File: src/rtl/loader_pkg.sv
`default_nettype none
// +--------------------------------------------------------------------+
// | loader_pkg : shared constants and state encoding for imem_loader    |
// | Revision   : 1.0                                                    |
// +--------------------------------------------------------------------+
package loader_pkg;
   localparam int BYTES_PER_WORD = 4;
   localparam int LEN_W          = 16;

   localparam logic [2:0] S_LEN_LO = 3'd0;
   localparam logic [2:0] S_LEN_HI = 3'd1;
   localparam logic [2:0] S_DATA   = 3'd2;
   localparam logic [2:0] S_CSUM   = 3'd3;
   localparam logic [2:0] S_DONE   = 3'd4;
   localparam logic [2:0] S_ERROR  = 3'd5;
endpackage
`default_nettype wire

File: src/rtl/byte_assembler.sv
`default_nettype none
// +--------------------------------------------------------------------+
// | byte_assembler : packs LSB-first bytes into little-endian words     |
// | Revision       : 1.0                                                |
// +--------------------------------------------------------------------+
module byte_assembler
   import loader_pkg::*;
(
   input  logic                        clk,
   input  logic                        rst_n,
   input  logic                        clear,
   input  logic [7:0]                  byte_in,
   input  logic                        byte_valid,
   output logic                        word_valid,
   output logic [8*BYTES_PER_WORD-1:0] word
);
   logic [1:0]  r_idx;
   logic [23:0] r_low;

   // Bytes shift in from the top so the first byte ends up in bits [7:0].
   always_ff @(posedge clk or negedge rst_n) begin
      if (!rst_n) begin
         r_idx <= '0;
         r_low <= '0;
      end else if (clear) begin
         r_idx <= '0;
         r_low <= '0;
      end else if (byte_valid) begin
         r_idx <= r_idx + 2'd1;
         if (r_idx != 2'd3) begin
            r_low <= {byte_in, r_low[23:8]};
         end
      end
   end

   assign word_valid = byte_valid && !clear && (r_idx == 2'd3);
   assign word       = {byte_in, r_low};
endmodule
`default_nettype wire

File: src/rtl/imem_loader.sv
`default_nettype none
// +--------------------------------------------------------------------+
// | imem_loader : boot loader filling instruction memory from a stream  |
// | Revision    : 1.0                                                   |
// +--------------------------------------------------------------------+
module imem_loader
   import loader_pkg::*;
#(
   parameter int WORD_W = 32,
   parameter int ADDR_W = 8,
   parameter int DEPTH  = 256
) (
   input  logic              clk,
   input  logic              RESET,
   input  logic [7:0]        in_data,
   input  logic              in_valid,
   output logic              in_ready,
   input  logic              restart,
   output logic              im_we,
   output logic [ADDR_W-1:0] im_addr,
   output logic [WORD_W-1:0] im_wdata,
   output logic              core_run,
   output logic              load_done,
   output logic              load_err,
   output logic [LEN_W-1:0]  words_loaded
);
   localparam logic [LEN_W-1:0] c_depth = LEN_W'(DEPTH);

   logic [2:0]        r_state;
   logic [7:0]        r_len_lo;
   logic [LEN_W-1:0]  r_len;
   logic [7:0]        r_csum;

   logic              w_accept;
   logic              w_restart;
   logic              w_word_valid;
   logic [WORD_W-1:0] w_word;
   logic [LEN_W-1:0]  w_len;
   logic              w_last_word;

   assign in_ready    = (r_state == S_LEN_LO) || (r_state == S_LEN_HI) ||
                        (r_state == S_DATA)   || (r_state == S_CSUM);
   assign w_accept    = in_valid && in_ready;
   assign w_restart   = restart && ((r_state == S_DONE) || (r_state == S_ERROR));
   assign w_len       = {in_data, r_len_lo};
   assign w_last_word = w_word_valid && ((words_loaded + LEN_W'(1)) == r_len);

   byte_assembler u_asm (
      .clk        (clk),
      .rst_n      (RESET),
      .clear      (w_restart),
      .byte_in    (in_data),
      .byte_valid (w_accept && (r_state == S_DATA)),
      .word_valid (w_word_valid),
      .word       (w_word)
   );

   always_ff @(posedge clk or negedge RESET) begin
      if (!RESET) begin
         r_state      <= S_LEN_LO;
         r_len_lo     <= '0;
         r_len        <= '0;
         r_csum       <= '0;
         im_we        <= 1'b0;
         im_addr      <= '0;
         im_wdata     <= '0;
         core_run     <= 1'b0;
         load_done    <= 1'b0;
         load_err     <= 1'b0;
         words_loaded <= '0;
      end else begin
         im_we <= 1'b0;
         // words_loaded never exceeds DEPTH-1 while a write is pending, so the slice is the address.
         if (w_word_valid) begin
            im_we        <= 1'b1;
            im_wdata     <= w_word;
            im_addr      <= words_loaded[ADDR_W-1:0];
            words_loaded <= words_loaded + LEN_W'(1);
         end
         if (w_accept && (r_state == S_DATA)) begin
            r_csum <= r_csum ^ in_data;
         end

         case (r_state)
            S_LEN_LO: begin
               if (w_accept) begin
                  r_len_lo <= in_data;
                  r_state  <= S_LEN_HI;
               end
            end
            S_LEN_HI: begin
               if (w_accept) begin
                  r_len <= w_len;
                  if (w_len == '0) begin
                     r_state <= S_CSUM;
                  end else if (w_len > c_depth) begin
                     r_state  <= S_ERROR;
                     load_err <= 1'b1;
                  end else begin
                     r_state <= S_DATA;
                  end
               end
            end
            S_DATA: begin
               if (w_last_word) begin
                  r_state <= S_CSUM;
               end
            end
            S_CSUM: begin
               if (w_accept) begin
                  if (in_data == r_csum) begin
                     r_state   <= S_DONE;
                     load_done <= 1'b1;
                     core_run  <= 1'b1;
                  end else begin
                     r_state  <= S_ERROR;
                     load_err <= 1'b1;
                  end
               end
            end
            S_DONE, S_ERROR: begin
               if (w_restart) begin
                  r_state      <= S_LEN_LO;
                  core_run     <= 1'b0;
                  load_done    <= 1'b0;
                  load_err     <= 1'b0;
                  words_loaded <= '0;
                  r_csum       <= '0;
               end
            end
            default: r_state <= S_LEN_LO;
         endcase
      end
   end
endmodule
`default_nettype wire

File: config.mk
export PLATFORM = sky130hd
export DESIGN_NAME = imem_loader
export DESIGN_NICKNAME = d
export VERILOG_FILES = /design/src/rtl/loader_pkg.sv /design/src/rtl/byte_assembler.sv /design/src/rtl/imem_loader.sv
export SDC_FILE = /design/constraint.sdc
export NUM_CORES = 1
export LEC_CHECK = 0
export BUFFER_PORTS_ARGS = -buffer_cell sky130_fd_sc_hd__buf_2
export CAP_MARGIN = 30
export CORE_AREA = 5 5 158 160
export DETAILED_ROUTE_END_ITERATION = 7
export DIE_AREA = 0 0 163 165
export GPL_TIMING_DRIVEN = 1
export PLACE_DENSITY = 0.39
export SYNTH_ARGS = -nofsm -noshare
export SYNTH_HDL_FRONTEND = slang
export SYNTH_HIERARCHICAL = 1
export SYNTH_SLANG_ARGS = --single-unit
File: constraint.sdc
create_clock -name clk -period 4.7 [get_ports clk]
set_input_delay 0.47 -clock clk [delete_from_list [all_inputs] [get_ports clk]]
set_output_delay 0.47 -clock clk [all_outputs]
set_load 0.02 [all_outputs]
# Word-level counts from Yosys, hierarchy flattened
# Cells that the tools add are included.
[totals]
regBits = 120
in_bits = 12
output_inout_bits = 61
[classes]
eq_ne = 18
bitwise = 1
n_addsub = 2
n_reduce_logical = 24
n_mux = 31
magnitude_cmp = 1
[ops]
columns = ["cell", "count"]
rows = [
  ["$mux W24", 3],
  ["$mux W16", 3],
  ["$mux W8", 3],
  ["$mux W3", 7],
  ["$add A16 B1 Y16 const B", 1],
  ["$eq A16 B16 Y1", 1],
  ["$gt A16 B9 Y1 const B", 1],
  ["$logic_not A16 Y1", 1],
  ["$pmux W3 S5", 1],
  ["$ne A2 B2 Y1 const B", 7],
  ["$mux W1", 10],
  ["$eq A8 B8 Y1", 1],
  ["$xor A8 B8 Y8", 1],
  ["$reduce_and A7 Y1", 1],
  ["$eq A3 B2 Y1 const B", 2],
  ["$eq A3 B3 Y1 const B", 2],
  ["$logic_and A1 B1 Y1", 6],
  ["$ne A2 B1 Y1 const B", 3],
  ["$reduce_and A2 Y1", 3],
  ["$reduce_bool A2 Y1", 3],
  ["$reduce_and A5 Y1", 1],
  ["$logic_or A1 B1 Y1", 4],
  ["$mux W2", 2],
  ["$reduce_and A4 Y1", 1],
  ["9 further kinds", 9],
]

# Logic depth before layout (Yosys ltp)
# Gate-level depths: netlist of the first run.
[logic_depth]
ltp_word = 11
depth_mapped = 11
mapped_depth_nobuf = 8

# Hierarchy
# The synthesis of the first run kept the hierarchy.
[by_module_without_submodules]
columns = ["mod", "area_per_inst_um2", "n_inst", "seq_area_each_um2", "cells_per_inst"]
rows = [
  ["imem_loader", 4491.8, 1, 2352.3, 378],
  ["byte_assembler", 1265.0, 1, 650.6, 105],
]

# Worst setup path after synthesis of the first run
# OpenSTA, ideal clock, no wires.
[synth_timing]
path_kind = "flip-flop to flip-flop"
start = "register r_state[2]"
end = "register words_loaded[10]"
slack_ns = 1.980
t_required_ns = 4.561
path_buffers = 4
arrival_time_ns = 2.582
synth_period_minus_slack_ns = 2.720
stages_incl_launch_ff = 11
path_cell_list = "dfrtp_1 inv_1 nor3b_1 clkbuf_1 clkbuf_1 nor2_1 clkbuf_1 clkbuf_1 nand4_1 xor2_1 nor2_1"
[synth_between]
elab_chain_cells = 11
elab_cells_between_ends = 20
classes_between = "eq/ne (5); mux (3); reduce/logical (12)"
[synth_rtl]
columns = ["item", "line_no", "rtl"]
rows = [
  ["from (decl)", "imem_loader.sv:29", "logic [2:0] r_state;"],
  ["from (signal assigned)", "imem_loader.sv:60", "r_state <= S_LEN_LO;"],
  ["from (signal assigned)", "imem_loader.sv:88", "r_state <= S_LEN_HI;"],
  ["from (signal assigned)", "imem_loader.sv:95", "r_state <= S_CSUM;"],
  ["$eq A3 B1 Y1 / $logic_not A3 Y1 (equally long branches)", "imem_loader.sv:41", "assign in_ready = (r_state == S_LEN_LO) || (r_state == S_LEN_HI) ||"],
  ["$logic_or A1 B1 Y1 (2 in series)", "imem_loader.sv:41", ""],
  ["$logic_or A1 B1 Y1 *", "imem_loader.sv:42", "(r_state == S_DATA) || (r_state == S_CSUM);"],
  ["via in_ready", "imem_loader.sv:17", "output logic in_ready,"],
  ["$logic_and A1 B1 Y1 *", "imem_loader.sv:43", "assign w_accept = in_valid && in_ready;"],
  ["$logic_and A1 B1 Y1 *", "imem_loader.sv:53", ".byte_valid (w_accept && (r_state == S_DATA)),"],
  ["$logic_and A1 B1 Y1 * (2 in series)", "byte_assembler.sv:36", "assign word_valid = byte_valid && !clear && (r_idx == 2'd3);"],
  ["via w_word_valid", "imem_loader.sv:36", "logic w_word_valid;"],
  ["$mux W16 *", "imem_loader.sv:74", "if (w_word_valid) begin"],
  ["$mux W16", "imem_loader.sv:122", "if (w_restart) begin"],
  ["$mux W16 *", "imem_loader.sv:84", "case (r_state)"],
  ["to (signal assigned)", "imem_loader.sv:78", "words_loaded <= words_loaded + LEN_W'(1);"],
  ["to (decl)", "imem_loader.sv:25", "output logic [LEN_W-1:0] words_loaded"],
]
# The timed path passes the listed nets; every way through them passes the cells marked *.
# A chain may end at the register's enable or synchronous reset.

# Worst setup path after layout of the first run
[layout_timing]
start = "register r_state[2]"
end = "register im_wdata[26]"
[layout_between]
elab_chain_cells = 8
elab_cells_between_ends = 16
classes_between = "eq/ne (5); reduce/logical (11)"
[layout_rtl]
columns = ["item", "line_no", "rtl"]
rows = [
  ["$eq A3 B1 Y1 / $logic_not A3 Y1 (equally long branches)", "imem_loader.sv:41", ""],
  ["$logic_or A1 B1 Y1 (2 in series)", "imem_loader.sv:41", ""],
  ["$logic_or A1 B1 Y1", "imem_loader.sv:42", ""],
  ["$logic_and A1 B1 Y1", "imem_loader.sv:43", ""],
  ["$logic_and A1 B1 Y1", "imem_loader.sv:53", ""],
  ["$logic_and A1 B1 Y1 * (2 in series)", "byte_assembler.sv:36", ""],
  ["via w_word_valid", "imem_loader.sv:36", ""],
  ["to (signal assigned)", "imem_loader.sv:76", "im_wdata <= w_word;"],
  ["to (decl)", "imem_loader.sv:21", "output logic [WORD_W-1:0] im_wdata,"],
]
# Marked as above.

==> metrics, run 1 <==
max cap viols 0; ranking of synthesized cells by area dfrtp_1 52%, mux2_2 13%, xnor2_1 4.4%, xor2_1 3.3%, mux2i_1 3.1%; I/O Buffers 72; Clock Path Buffers 2; max-slew violations 0; Worst-Margin Slew 745 ps; Sum Neg Setup Slack 0 ps; vias in the first global route 4,009; fillers around 2,400; Num CTS Buffers 17; Placement Rows 56; # Post-CTS Setup Buffers 0; PwrDens 444 nW/um2; worst skew pair latency 420 ps; Critical Path Fanout Max 31; Fin. Hold Viols 0; slew margin rel. 50.1%; # DRC 0; RSZ-0062 raised after global routing no; hold_buf cts 0; count of cell types in the netlist 54; core area 23,300 um2; Top FF cell, synth dfrtp_1; drt pass-1 iters 4; Core Util, Final 29.7%; Max IR drop VDD a little under 0.2 mV; syn_area_per_cell between 10 and 15 um2; post-synthesis cell count 483; pin count of the biggest net entering global routing 45; CTS tree done; nets 559; hold slack 16.1 ps; placed standard-cell area 6320 um2; htree depth 4; placed instance count 845; # IOs 73; Final Critical Period 2850 ps; Leakage 3.16 nW; gr usage total 11.1%; Synth Cell Area 5760 um2; Synth top area share between 50% and 60%; run status completed; Async S/R FF share, synth 100%; layout cell share with drive strength beyond 1 34.2%; ant diodes 0; die area 26,900 um2; YS warnings 6; drt via density around 4.3; Area Growth Syn to Fin 19.9%; final instance area 6900 um2; crit share post-route 60.6%; total wire length around 14,000 um; Yosys reg bits 120; die width 163 um; Seq/Total Area, Yosys 52.2%; Hold Path Class primary input to asynchronous set/reset pin; clock transition at the registers of the reported paths 60 ps; global-route wire length before repair 23,100 um; CP startpoint kind flop; Initial Util between 20 and 25%; worst endpoint required time 5000 ps; count leader, synth dfrtp_1; CTS resizes 0; Setup Viol. Count Final 0; clk_skew 7.15 ps; Post-synth top cells 120 x dfrtp_1, 64 x mux2_2, 39 x nor2_1; Critical Path AT approximately 3200 ps; number of nets with antenna violations after routing 0; initial drt markers 221; CTS Root Cell clkbuf_16; Crit. End Element flop; initial antenna violation count 0; gp weighted congestion 0.737; Final Non-Filler Cells a little under 900; EDFF count, synth 0; DP HPWL 9620 um; Synth Net Count 497; drt wl/cell 16.2 um; Max Freq 351 MHz; CP Class flop to flop; Yosys top cell by area dfrtp_1; # clock sinks 120; Via Count 3,793; Congestion Overflow GR 0; Die Y approximately 170 um
[metrics by stage]
step,total power [mW],setup WS [ps]
floorplan,1.64,1980
global placement,1.80,1720
detailed placement,1.81,1650
CTS,3.12,1830
global route,3.22,1660
finish,3.06,1850
[critical path, cell delays in order, from the launching register on]
cell and delay (ps):
dfrtp_1 420, nor2b_1 240, and3b_1 190, buf_4 230, nand2_1 130, nor2_4 580
buf_4 530, mux2_2 400
[report_power, final]
part	switching [mW]	total (mW)	internal, mW
Clock	0.539	1.29	0.750
Sequential	0.121	1.28	1.16
Combinational	0.240	0.498	0.258
[routing by layer]
layer	global-route usage, %	up-vias	routed length [um]
li1	-	1812	-
met5	0	-	0
met2	17.9	69	6830
met4	3.85	0	235
met1	14.5	1897	6580
met3	3.07	15	554
[kinds of logic after synthesis]
| logic type | synth area share (%) |
|---|---|
| DFF | 52.2 |
| adders and majority gates | 0.435 |
| buffers and inverters | 4.98 |
| muxes | 15.9 |
| xor gates and xnor gates | 7.76 |
| AOI/OAI and AO/OA | 3.96 |
| and+or+nand+nor | 14.8 |
[cells in the final DEF, fill, tap and decap left out, types with 5 or more instances in the layout]
master / n
xor2_1: 22
mux2i_1: 18
nand3_1: 8
buf_2: 71
inv_6: 7
mux2_2: 64
nor3_1: 6
nand4bb_1: 7
nand2_1: 27
nand4_1: 9
buf_4: 9
a21oi_1: 9
dfrtp_1: 120
xnor2_1: 29
o21ai_0: 5
clkbuf_16: 17
nand2b_1: 25
o21ai_1: 8
nor4_1: 6
nor2_1: 38
[final cells by class]
cell class,instances,area [um2],share of cell area (%)
clock buffer,17,425,6.17
clock inverter,15,155,2.25
inverter,4,15.0,0.218
multi-input combinational,322,2480,35.9
sequential,120,3000,43.5
tap,319,399,5.78
timing repair buffer,80,423,6.13
[flip-flops by register name, indices dropped and copies added, names as in the netlist]
register,count
r_csum,8
im_addr,8
r_state,3
words_loaded,16
u_asm/r_idx,2
r_len,16
im_wdata,32
im_we,1
load_done,1
r_len_lo,8
u_asm/r_low,24
load_err,1
[final timing paths]
| path | slack (ps) | to | startpoint | cells past startpoint |
|---|---|---|---|---|
| max | 1850 | im_wdata[26] | r_state[2] | 7 |
| min | 20 | im_wdata[14] | RESET | 1 |
| max reg2reg | 1850 | im_wdata[26] | r_state[2] | 7 |
| min reg2reg | 500 | im_addr[7] | im_addr[7] | 1 |
| max in group asynchronous | 3740 | r_len[11] | RESET | 2 |
| min in group clk | 280 | r_state[2] | restart | 2 |
(Power assumes the default switching activity.)
==> run 2, diff against run 1 <==
Settings changed: PLACE_DENSITY 0.39 to 0.4.
Clock period 4.7 ns to 2.4 ns, I/O delays scaled along.
==> metrics, run 2 (synthesized netlist as in run 1, its figures left out) <==
RSZ-0062 raised after global routing no; DP HPWL about 10,000 um; Congestion Overflow GR 0; worst endpoint required time 2710 ps; critical path depth 7; # IOs 73; Placement Rows 56; final setup margin roughly 100 ps; Setup Viol. Count Final 0; CP max stage cell dfrtp_1; initial antenna violation count 0; layout cell share with drive strength beyond 1 between 30% and 40%; Internal Power 4.25 mW; most common cell after layout, fill and taps aside dfrtp_1; max reg flops 32; I/O Buffers 72; CTS tree done; ant diodes 0; vias in the first global route 4,057; global-route wire length before repair 23,200 um; gp weighted congestion 0.744; Core Util, Final 30.3%; drt wl/cell about 16 um; initial drt markers 175; largest registers im_wdata: 32 flops, u_asm/r_low: 24 flops; Crit. End Element flop; die width between 150 and 200 um; CP startpoint kind flop; core area 23,300 um2; Sequential Power Share 41.5%; htree depth 4; hold path cells 2; area of the multi-input gates 2490 um2; slowest stage delay, CP around 530 ps; Critical Path Fanout Max 9; # Post-CTS Setup Buffers 0; fillers 2,426; Die Y about 170 um; crit share post-route between 90% and 100%; cells along the critical path buf_4 -> nand3_2 -> nor2_2 -> a311oi_1 -> nor4_1 -> o2111ai_1 -> o31ai_1; Max IR drop VDD 0.345 mV; Largest Register im_wdata; Area Growth Syn to Fin 22.5%; clock transition at the registers of the reported paths ~60 ps; drt pass-1 iters 4; run status completed; worst r2r path cells 7; max-slew violations 0; CTS Root Cell clkbuf_16; Sum Neg Setup Slack 0 ps; Overall Power about 6 mW; sw power roughly 1.7 mW; Num CTS Buffers 17; delay-heaviest family, CP simple AND/OR/NAND/NOR gates; Setup WS pre-CTS 105 ps; commonest non-fill, non-tap cells in the layout 120 x dfrtp_1, 71 x buf_2, 64 x mux2_2, 38 x nor2_1, 29 x xnor2_1; nets 575; drt via density 4.32; reg2reg setup slack 100 ps; PwrDens 847 nW/um2; worst skew pair latency 410 ps; # DRC 0; reg2reg start words_loaded[2]; Gate power share between 15 and 20%; switching share of power roughly 29%; # clock sinks 120; hold slack 64.8 ps; clk_skew 8.30 ps; pin count of the biggest net entering global routing 46; total wire length 14,400 um; Fin. Hold Viols 0; slew margin rel. 57.0%; Via Count 3,859; register area 3000 um2; Final Critical Period 2300 ps; gr usage total 11.2%; Worst-Margin Slew 644 ps; number of nets with antenna violations after routing 0; max cap viols 0; reg-to-reg critical path endpoint r_state[0]; clock network power share 41.0%; Initial Util roughly a quarter; die area 26,900 um2; Hold Crit Endpoint r_state[2]; Clock Path Buffers 2; CP Class flop to flop; Critical Path AT 2600 ps; beginning of the worst hold path restart; Leakage 3.25 nW; Max Freq 435 MHz; Hold Path Class primary input to flop; Critical path buffers and inverters 1
==> run 2: cell types whose count changed in the layout (fill, tap and decap cells not counted) <==
cell,delta
buf_4,+12
inv_8,-3
clkinv_4,+2
nor3b_2,-1
buf_12,+3
dlygate4sd3_1,+1
nor3b_4,+1
clkbuf_1,+1
==> run 2: layer usage <==
metal	part of all wire [%]	global-route usage, %	vias up	wire (um)
met2	47	17.8	80	6770
met3	3.6	2.77	17	521
li1	-	-	1826	-
met4	1.9	4.16	0	270
met5	0	0	-	0
met1	48	14.9	1936	6860
==> run 2: repair_timing <==
item                                   4_1_cts  5_1_grt
endpoints found under the hold margin       43        0
hold buffers                                 1        0
gates resized for setup                      0        0
==> run 2: cell type report <==
class	instances	area share, %
timing repair buffer	96	8.27
tap	319	5.66
multi-input combinational	322	35.2
clock buffer	18	6.08
sequential	120	42.6
inverter	4	0.213
clock inverter	14	1.97
==> run 2: worst register-to-register path, cell delays in order (launching register included) <==
cell       delay [ps]
dfrtp_1           530
buf_4             200
nand3_2           120
nor2_2            310
a311oi_1          180
nor4_1            440
o2111ai_1         180
o31ai_1           250
==> run 2: per-stage QoR <==
stage          area [um2]  cells
2_1_floorplan        5770    483
3_3_place_gp         6480    860
3_5_place_dp         6480    860
4_1_cts              7050    893
5_1_grt              7050    893
6_report             7050    893
==> run 2: worst max path at each step <==
stage	start	endpoint	slack, ps
after floorplan	r_state[1]	im_wdata[13]	20
after global placement	words_loaded[2]	r_state[0]	190
after detailed placement	words_loaded[2]	r_state[0]	110
after CTS	words_loaded[2]	r_state[0]	130
after global routing	words_loaded[2]	r_state[0]	20
final	words_loaded[2]	r_state[0]	100
==> run 2: power groups by stage <==
stage | Combinational (mW) | Clock, mW | Sequential (mW)
2_1_floorplan | 0.775 | 0 | 2.45
3_3_place_gp | 1.04 | 0 | 2.51
3_5_place_dp | 1.06 | 0 | 2.52
4_1_cts | 1.06 | 2.53 | 2.48
5_1_grt | 1.14 | 2.63 | 2.51
6_report | 1.04 | 2.45 | 2.48
